$ cat src/rtl/kronos_mem_pkg.sv
// Shared types for the core-local SRAM front end: arbiter FSM states, grant ids and the
// byte-to-word address helper.
package kronos_mem_pkg;

  typedef enum logic {IDLE, RESP} arb_state_e;

  typedef enum logic {GNT_INSTR, GNT_DATA} grant_e;

  // SRAM is word addressed; the low two byte-address bits select lanes, which the mask covers.
  function automatic logic [31:0] word_addr(input logic [31:0] byte_addr);
    return byte_addr >> 2;
  endfunction

endpackage

$ cat src/rtl/rr_arb2.sv
// Two-way grant selection between the instruction and data ports, with the last-grant register
// that drives round-robin fairness.
module rr_arb2
  import kronos_mem_pkg::*;
#(
  parameter bit FAIR = 1'b1
) (
  input  logic   clk,
  input  logic   rstz,
  input  logic   req_instr_i,
  input  logic   req_data_i,
  input  logic   issue_i,
  output grant_e grant_o
);

  grant_e last_q, last_d;

  always_comb begin
    grant_o = GNT_DATA;
    if (req_instr_i && req_data_i) begin
      if (FAIR) begin
        grant_o = (last_q == GNT_DATA) ? GNT_INSTR : GNT_DATA;
      end else begin
        grant_o = GNT_DATA;
      end
    end else if (req_instr_i) begin
      grant_o = GNT_INSTR;
    end
    last_d = issue_i ? grant_o : last_q;
  end

  // Reset to DATA so the first contention after reset goes to the fetch port.
  always_ff @(posedge clk) begin
    if (!rstz) begin
      last_q <= GNT_DATA;
    end else begin
      last_q <= last_d;
    end
  end

endmodule

$ cat src/rtl/wb_spsram_arbiter.sv
// Two-master (fetch + data) front end for the 32b single-port core-local SRAM: issue in IDLE,
// single-cycle ack in RESP, so every access completes one cycle after it is issued.
module wb_spsram_arbiter
  import kronos_mem_pkg::*;
#(
  parameter bit FAIR = 1'b1
) (
  input  logic        clk,
  input  logic        rstz,
  input  logic [31:0] instr_addr,
  input  logic        instr_req,
  output logic [31:0] instr_data,
  output logic        instr_ack,
  input  logic [31:0] data_addr,
  input  logic [31:0] data_wr_data,
  input  logic [3:0]  data_mask,
  input  logic        data_wr_en,
  input  logic        data_req,
  output logic [31:0] data_rd_data,
  output logic        data_ack,
  output logic [31:0] mem_addr,
  output logic [31:0] mem_wdata,
  input  logic [31:0] mem_rdata,
  output logic        mem_en,
  output logic        mem_wr_en,
  output logic [3:0]  mem_wr_mask
);

  arb_state_e state_q, state_d;
  grant_e     grant_q, grant_d;
  grant_e     arb_grant;
  logic       issue;

  rr_arb2 #(
    .FAIR(FAIR)
  ) u_arb (
    .clk        (clk),
    .rstz       (rstz),
    .req_instr_i(instr_req),
    .req_data_i (data_req),
    .issue_i    (issue),
    .grant_o    (arb_grant)
  );

  // The SRAM holds its read data while disabled, so both read buses can pass it straight through.
  assign instr_data   = mem_rdata;
  assign data_rd_data = mem_rdata;
  assign mem_wdata    = data_wr_data;

  always_comb begin
    state_d     = state_q;
    grant_d     = grant_q;
    issue       = 1'b0;
    instr_ack   = 1'b0;
    data_ack    = 1'b0;
    mem_en      = 1'b0;
    mem_wr_en   = 1'b0;
    mem_wr_mask = 4'b0000;
    mem_addr    = word_addr((arb_grant == GNT_INSTR) ? instr_addr : data_addr);

    case (state_q)
      IDLE: begin
        if (instr_req || data_req) begin
          issue   = rstz;
          mem_en  = rstz;
          grant_d = arb_grant;
          state_d = RESP;
          if (arb_grant == GNT_DATA) begin
            mem_wr_en   = data_wr_en & rstz;
            mem_wr_mask = data_mask;
          end
        end
      end
      // No issue here: the acked master still holds req during this cycle.
      RESP: begin
        instr_ack = rstz && (grant_q == GNT_INSTR);
        data_ack  = rstz && (grant_q == GNT_DATA);
        state_d   = IDLE;
      end
    endcase
  end

  always_ff @(posedge clk) begin
    if (!rstz) begin
      state_q <= IDLE;
      grant_q <= GNT_DATA;
    end else begin
      state_q <= state_d;
      grant_q <= grant_d;
    end
  end

endmodule

$ cat config.mk
export PLATFORM = sky130hd
export DESIGN_NAME = wb_spsram_arbiter
export DESIGN_NICKNAME = d
export VERILOG_FILES = /design/src/rtl/kronos_mem_pkg.sv /design/src/rtl/rr_arb2.sv /design/src/rtl/wb_spsram_arbiter.sv
export SDC_FILE = /design/constraint.sdc
export NUM_CORES = 1
export LEC_CHECK = 0
export ABC_AREA = 1
export ABC_CLOCK_PERIOD_IN_PS = 1160
export CORE_AREA = 2 2 105 107
export CTS_BUF_LIST = sky130_fd_sc_hd__clkbuf_4
export DETAILED_ROUTE_END_ITERATION = 10
export DIE_AREA = 0 0 107 109
export GPL_ROUTABILITY_DRIVEN = 0
export GPL_TIMING_DRIVEN = 1
export HOLD_SLACK_MARGIN = 0.03
export PLACE_DENSITY = 0.57
export SETUP_SLACK_MARGIN = 0.5
export SLEW_MARGIN = 15
export SYNTH_ARGS = -nofsm -noshare
export SYNTH_HDL_FRONTEND = slang
export SYNTH_SLANG_ARGS = --single-unit
$ cat constraint.sdc
create_clock -name clk -period 1.16 [get_ports clk]
set_input_delay 0.232 -clock clk [delete_from_list [all_inputs] [get_ports clk]]
set_output_delay 0.232 -clock clk [all_outputs]
set_load 0.01 [all_outputs]
Yosys cells after proc, flatten, opt, wreduce, memory -nomap -nowiden. Cells that the tools add are included.

Flip-flop bits (word level): 3. Bits of input ports: 137. Output and inout bits: 136. Word-level logic and storage cells: 27.

Mux-type cells: 16. Bitwise gates (word level): 3. Reductions and logical operators: 5.

Operators by type and width (count): $mux W32 (1); $mux W4 (3); $mux W1 (11); $logic_and A1 B1 Y1 (3); $not A1 Y1 (2); $pmux W1 S2 (1); $reduce_and A2 Y1 (1); $and A1 B1 Y1 (1); $logic_or A1 B1 Y1 (1).

Logic depth before layout (Yosys ltp). Gate-level depths: netlist of run 1.

Depth after elaboration: 5. Depth in mapped cells: 6. Gate-level depth less buffers: 5.

Cells and area by module. A second synthesis of run 1 with hierarchy kept.

Cell total of the unflattened synthesis: 231. Area total of the unflattened synthesis: 1483.9 µm².

Modules (own cells, without submodules): wb_spsram_arbiter (instances 1, cells an instance 222, area each 1428.9 µm², sequential area each 40.0 µm²); rr_arb2 (instances 1, cells an instance 9, area each 55.1 µm², sequential area each 20.0 µm²).

Worst setup path after synthesis of run 1. OpenSTA, ideal clock, no wires.

Kind: register to output. Start: reg u_arb.last_q. End: out mem_addr[0]. Data arrival time: 0.781 ns. Setup slack: 0.147 ns. Cell stages (with the launch flop): 7. Buffers on the path: 1. Path through: dfxtp_1 > inv_1 > nand2_2 > nand2_2 > buf_4 > nand2_1 > nand2_1.

Longest elaborated chain between the ends: 3.

RTL lines: start, declared (line rr_arb2.sv:16) `grant_e last_q, last_d;`; start signal, assigned (line rr_arb2.sv:37) `last_q <= last_d;`; $mux W1 (line rr_arb2.sv:22) `grant_o = (last_q == GNT_DATA) ? GNT_INSTR : GNT_DATA;`; $mux W1 (line rr_arb2.sv:20) `if (req_instr_i && req_data_i) begin`; $mux W32 (line wb_spsram_arbiter.sv:59) `mem_addr = word_addr((arb_grant == GNT_INSTR) ? instr_addr : data_addr);`; end, declared (line wb_spsram_arbiter.sv:21) `output logic [31:0] mem_addr,`.

Every way passes these cells.

Final worst setup path of run 1.
Start: reg u_arb.last_q. End: out mem_wr_mask[1].

Longest elaborated chain between the ends: 5.

RTL lines: $mux W1 (line rr_arb2.sv:22); $mux W1 (line rr_arb2.sv:20); $mux W4 (line wb_spsram_arbiter.sv:68) `if (arb_grant == GNT_DATA) begin`; $mux W4 (line wb_spsram_arbiter.sv:63) `if (instr_req || data_req) begin`; $mux W4 (line wb_spsram_arbiter.sv:61) `case (state_q)`; end, declared (line wb_spsram_arbiter.sv:26) `output logic [3:0] mem_wr_mask`.

Every way passes these cells.

==> results of run 1 <==
layer usage:
metal	track usage	up-vias	wire length, um
met1	0.09153	644	1933
met5	0	-	0
met4	0.05380	0	248
li1	-	713	-
met2	0.1738	83	3100
met3	0.01195	42	425
area by class of cell:
cell class                      count  area [um2]  area share
Clock buffer                        4       30.03     0.01020
Inverter                            8       35.03     0.01190
Multi-Input combinational cell    113       919.6      0.3125
Sequential cell                     3       63.81     0.02168
Tap cell                          140       175.2     0.05952
Timing Repair Buffer              151        1719      0.5842
repair_timing:
item                                    in CTS  in global routing
setup buffers                               26                  4
pin swaps                                   22                  7
hold buffers                                 0                  0
endpoints found under the setup margin      41                 41
resized for setup                          273                 19
cloned                                       5                  0
where the power goes:
group / internal, uW / switching, uW / total, uW
registers: 115 / 9.11 / 125
logic: 784 / 510 / 1290
clock network: 153 / 65.8 / 219
per-stage QoR:
step           hold slack [ns]  utilization  power, uW  setup TNS, ns
3_3_place_gp            0.4621       0.1937      996.4         -33.37
2_1_floorplan           0.3185            -      805.0              0
4_1_cts                 0.4641       0.2676       1608         -14.21
3_5_place_dp            0.4641       0.1937       1003         -33.75
6_report                0.4640       0.2776       1638         -14.57
5_1_grt                 0.4640       0.2776       1739         -16.78
logic make-up after synthesis:
logic type             after synthesis
flip-flops                           3
AO/OA/AOI/OAI                        1
other                                1
AND/OR/NAND/NOR                    110
buffers and inverters              116
registers in the layout, indices dropped and copies added (netlist names):
register      cells
grant_q           1
u_arb.last_q      1
state_q           1
cell usage in the layout, fill, tap and decap left out, drive strengths merged:
cell type / netlist / routed
nand3: 32 / 32
dlygate4sd2: 0 / 1
inv: 8 / 8
clkdlybuf4s50: 0 / 65
buf: 108 / 85
nor2: 9 / 9
dfxtp: 3 / 3
conb: 1 / 2
nand2: 69 / 69
o21ai: 1 / 1
clkbuf: 0 / 4
cell usage after synthesis (all sizes together):
library cell	n
nand2	69
nand3	32
nor2	9
dfxtp	3
conb	1
o21ai	1
buf	108
inv	8
worst max path at each step:
stage,slack [ns],from,depth (start not counted),to
detailed placement,-0.93,instr_req,6,mem_addr[28]
global placement,-0.90,data_req,6,mem_addr[4]
CTS,-0.46,u_arb.last_q$_SDFFE_PN1P_,9,mem_addr[22]
global route,-0.51,u_arb.last_q$_SDFFE_PN1P_,9,mem_addr[22]
floorplan,0.16,u_arb.last_q$_SDFFE_PN1P_,6,mem_addr[15]
finish,-0.45,u_arb.last_q$_SDFFE_PN1P_,9,mem_wr_mask[1]
==> impl_metrics.csv, run 1 <==
group,metric,value,unit
outcome,outcome,"finished, violations left",
outcome,failed_checks,"setup timing",
clock_network,cts_tree,"built",
yosys,avgSynthCellArea,5.866,um2
pwr,ir_drop,0.0005940,V
floorplan,die_w,107,um
clock_network,clock_path_buffers,2,
route,avgViaCountPerCell,3.537,
place,place_area,2053,um2
floorplan,die-height,109,um
setup_path,crit_top_cell,"nand2_8",
sta,fin_crit_sh,1.390,
yosys,ys_seq_area_frac,0.04432,
floorplan,rows,38,
setup_path,critPathKind,"flop to primary output",
pwr,power-per-cell-area,556.5,nW/um2
setup_path,cpLargestDelayFamily,"buffers and inverters",
global_routing,grt_overflow,0,
yosys,ys_types,11,
yosys,synth_compound_area_frac,0.003693,
floorplan,core_area,10600,um2
setup_path,cpPeakStageDelay,0.34,ns
floorplan,initial_core_util,0.1278,
setup_path,crit_fanout,5,
place,pre_cts_slack,-0.9250,ns
sta,timing.final.ws_setup,-0.4519,ns
clock_network,clkLatencyLatePin,0.24,ns
yosys,synth_largest_area_cell,"buf_4",
cells_and_area,postLayoutCellArea,2943,um2
cells_and_area,antennaDiodeCount,0,
route,firstDrtPassIters,4,
clock_network,h-tree-depth,1,
sta,rsz0062_at_grt,"yes",
clock_network,root_buffer,"clkbuf_4",
route,post-route-drc-count,0,
worst_hold_path,min_path_type,"input port to primary output",
yosys,synthAdderAreaFrac,0,
worst_hold_path,hold_depth,0,
route,wl,5706,um
global_routing,antenna_found_initial,0,
yosys,syn_inst,231,
flow_run,cap_viol_max_count,0,
cells_and_area,stdcell_count,419,
floorplan,die_area,11660,um2
floorplan,top_level_ports,273,
setup_path,r2r_cells,10,
clock_network,numCtsBuffers,3,
setup_path,rrSetupSlack,-0.16,ns
global_routing,grt_pass1_vias,1529,
worst_hold_path,hold_path.startpoint,"mem_rdata[13]",
setup_path,critPathBufInv,5,
yosys,synth_top_area_share,0.5596,
cells_and_area,fill_cells,1131,
cells_and_area,final_layout_size_suffix_gt1_frac,0.6774,
sta,fmax,0.6204,GHz
sta,slew_violations,0,
sta,finalCriticalPeriod,1.612,ns
cells_and_area,nets,417,
yosys,synthesis.area,1355,um2
global_routing,grt_pass1_wl,8045,um
pwr,p_leak,0.001334,uW
setup_path,critPathRequiredTime,0.93,ns
setup_path,crit_slowest_cell,"dfxtp_2",
setup_path,crit_path_end_kind,"primary output",
sta,hold_viol,0,
yosys,synth_top_family_by_area,"buffers and inverters",
sta,setup_viol,40,
yosys,yosys-top-cells-area,"buf_4, nand2_1, nand3_1",
place,post-dp-hpwl,3784,um
sta,skew,0.004054,ns
global_routing,grt_use_total,0.08984,
route,ant_nets,0,
yosys,yosys_warnings,0,
worst_hold_path,worstHoldEndpoint,"instr_data[13]",
yosys,yosys.area_share.simple,0.3416,
route,drt_iter0_markers,32,
place,port-buffer-count,106,
yosys,ys_ff_latch,3,
global_routing,grt_max_degree,12,
route,vias,1482,
yosys,synthXorXnorAreaFrac,0,
setup_path,crit_path_start_kind,"flop",
setup_path,crit_arrival,1.38,ns
place,dp.cells,380,
setup_path,reg2reg_from,"u_arb.last_q$_SDFFE_PN1P_",
clock_network,cts.sinks,3,
yosys,synth_mux_area_frac,0,
setup_path,reg2reg_to,"grant_q$_SDFFE_PN1P_",
clock_network,clk_pin_slew,0.04,ns
route,wl_per_cell,13.62,um
cells_and_area,area_growth,117.2,%
setup_path,crit_chain,"inv_4 -> nand2_8 -> nand2_8 -> buf_4 -> buf_6 -> buf_6 -> nand2_8 -> nor2_2 -> buf_2",
No activity file was read; power rests on OpenSTA's default activity.
==> run 2, diff against run 1 <==
--- a/config.mk
+++ b/config.mk
@@ -6,7 +6,7 @@
 export NUM_CORES = 1
 export LEC_CHECK = 0
 export ABC_AREA = 1
-export ABC_CLOCK_PERIOD_IN_PS = 1160
+export ABC_CLOCK_PERIOD_IN_PS = 1700
 export CORE_AREA = 2 2 105 107
 export CTS_BUF_LIST = sky130_fd_sc_hd__clkbuf_4
 export DETAILED_ROUTE_END_ITERATION = 10
==> constraint.sdc (replaced) <==
create_clock -name clk -period 1.7 [get_ports clk]
set_input_delay 0.34 -clock clk [delete_from_list [all_inputs] [get_ports clk]]
set_output_delay 0.34 -clock clk [all_outputs]
set_load 0.01 [all_outputs]
==> impl_metrics.csv, run 2 (synthesis results as in run 1) <==
group,metric,value,unit
outcome,outcome,"complete, no violations",
setup_path,critPathRequiredTime,1.36,ns
setup_path,reg2reg_from,"u_arb.last_q$_SDFFE_PN1P_",
floorplan,initial_core_util,0.1278,
route,wl_per_cell,13.20,um
global_routing,antenna_found_initial,0,
sta,setup_viol,0,
flow_run,cap_viol_max_count,0,
route,drt_iter0_markers,59,
clock_network,clk_pin_slew,0.03,ns
cells_and_area,antennaDiodeCount,0,
setup_path,crit_arrival,1.25,ns
worst_hold_path,hold_path.startpoint,"rstz",
clock_network,cts_tree,"built",
floorplan,rows,38,
setup_path,crit_top_cell,"buf_6",
setup_path,critPathKind,"flop to primary output",
cells_and_area,largestRegisters,"grant_q x1, state_q x1, u_arb.last_q x1",
cells_and_area,layout_commonest_cell,"clkdlybuf4s50_1",
setup_path,crit_fanout,8,
pwr,power-per-cell-area,387.0,nW/um2
clock_network,cts_hold_buf,0,
global_routing,grt_pass1_vias,1250,
route,firstDrtPassIters,4,
setup_path,crit_slowest_cell,"dfxtp_2",
cells_and_area,nets,390,
clock_network,clock_path_buffers,2,
sta,whs,0.4431,ns
clock_network,root_buffer,"clkbuf_4",
cells_and_area,area_growth,59.37,%
sta,fin_crit_sh,0.9375,
clock_network,clkLatencyLatePin,0.23,ns
cells_and_area,fin_util,0.2037,
setup_path,reg2reg_to,"grant_q$_SDFFE_PN1P_",
route,vias,1371,
sta,slew_violations,0,
setup_path,rrSetupSlack,0.65,ns
pwr,p_leak,0.001043,uW
setup_path,crit_chain,"inv_2 -> nand2_4 -> buf_6 -> clkbuf_16 -> nand3_1 -> nand2_1 -> buf_6",
global_routing,grt_pass1_wl,6465,um
clock_network,cts.sinks,3,
clock_network,numCtsBuffers,3,
worst_hold_path,hold_depth,2,
clock_network,h-tree-depth,1,
pwr,ir_drop,0.0003213,V
cells_and_area,mostFrequentLayoutCells,"clkdlybuf4s50_1, nand2_1, buf_2, nand3_1, buf_6",
pwr,power.total,835.7,uW
route,post-route-drc-count,0,
place,port-buffer-count,106,
setup_path,cpLargestDelayFamily,"buffers and inverters",
sta,rsz0062_at_grt,"yes",
route,avgViaCountPerCell,3.497,
global_routing,grt_use_total,0.07238,
floorplan,die-height,109,um
sta,fmax,0.6275,GHz
cells_and_area,stdcell_count,392,
floorplan,die_w,107,um
sta,finalCriticalPeriod,1.594,ns
worst_hold_path,min_path_type,"input port to flop",
place,dp.cells,377,
floorplan,core_area,10600,um2
global_routing,grt_max_degree,18,
cells_and_area,final_layout_size_suffix_gt1_frac,0.4206,
cells_and_area,postLayoutCellArea,2160,um2
place,place_area,1869,um2
setup_path,crit_path_start_kind,"flop",
setup_path,critPathBufInv,4,
sta,skew,0.002702,ns
route,ant_nets,0,
setup_path,r2r_cells,7,
floorplan,die_area,11660,um2
sta,hold_viol,0,
route,wl,5173,um
global_routing,grt_overflow,0,
place,post-dp-hpwl,3715,um
floorplan,top_level_ports,273,
worst_hold_path,worstHoldEndpoint,"u_arb.last_q$_SDFFE_PN1P_",
setup_path,cpPeakStageDelay,0.32,ns
setup_path,crit_path_end_kind,"primary output",
[run 2: changes by cell type in the layout (fill, tap and decap cells not counted), moves of 13 or more]
cell     before  now
nand3_2      22    9
nand3_1       4   22
nand2_1      13   48
buf_6        49   16
buf_2        10   30
nand2_2      44   15
[run 2: worst max path at each step]
stage / slack (ns) / startpoint / cells past startpoint / endpoint
floorplan: 0.48 / instr_req / 5 / mem_wr_mask[0]
global placement: -0.69 / instr_req / 5 / mem_addr[9]
detailed placement: -0.68 / instr_req / 5 / mem_addr[9]
CTS: 0.01 / u_arb.last_q$_SDFFE_PN1P_ / 7 / mem_addr[9]
global route: 0.04 / u_arb.last_q$_SDFFE_PN1P_ / 8 / mem_addr[12]
finish: 0.11 / u_arb.last_q$_SDFFE_PN1P_ / 7 / mem_addr[10]
[run 2: layout make-up]
type / instances / area, um2
flip-flops and latches: 3 / 66.31
multi-input cells: 113 / 648.1
fillers: 1203 / 8443
clock buffers: 4 / 30.03
inverters: 8 / 30.03
repair buffers: 124 / 1210
well taps: 140 / 175.2
[run 2: report_power, final]
group          switching [uW]  leakage [uW]  internal, uW
combinational             258       0.00100           351
clock                    38.3     0.0000184           104
sequential               6.36     0.0000250          78.2
total                     303       0.00104           533
[run 2: layer usage]
layer  routed length, um  GRT usage  up-vias  part of all wire
li1                    -          -      651                 -
met3                 544    0.01435       51              0.11
met2                2598     0.1324       89              0.50
met4                 400    0.07328        0             0.077
met5                   0          0        -                 0
met1                1630    0.06538      580              0.32
[run 2: timing repair]
item                                    CTS  global route
hold endpoints to repair                  0             0
gates resized for setup                 181            59
gates cloned                              2             2
setup buffers                             7             0
endpoints found under the setup margin   40            38
pin swaps                                 5            24
[run 2: worst reg2reg max path: cells and delay by family, from the launching register on]
kind / cells / cell delay (ns)
DFF: 1 / 0.32
and+or+nand+nor: 4 / 0.32
buffers and inverters: 3 / 0.29
[run 2: through the flow]
| stage | worst slack (ns) | setup TNS, ns |
|---|---|---|
| finish | 0.1063 | 0 |
| global route | 0.04330 | 0 |
| CTS | 0.01188 | 0 |
| detailed placement | -0.6798 | -21.84 |
| global placement | -0.6872 | -21.71 |
| floorplan | 0.4850 | 0 |
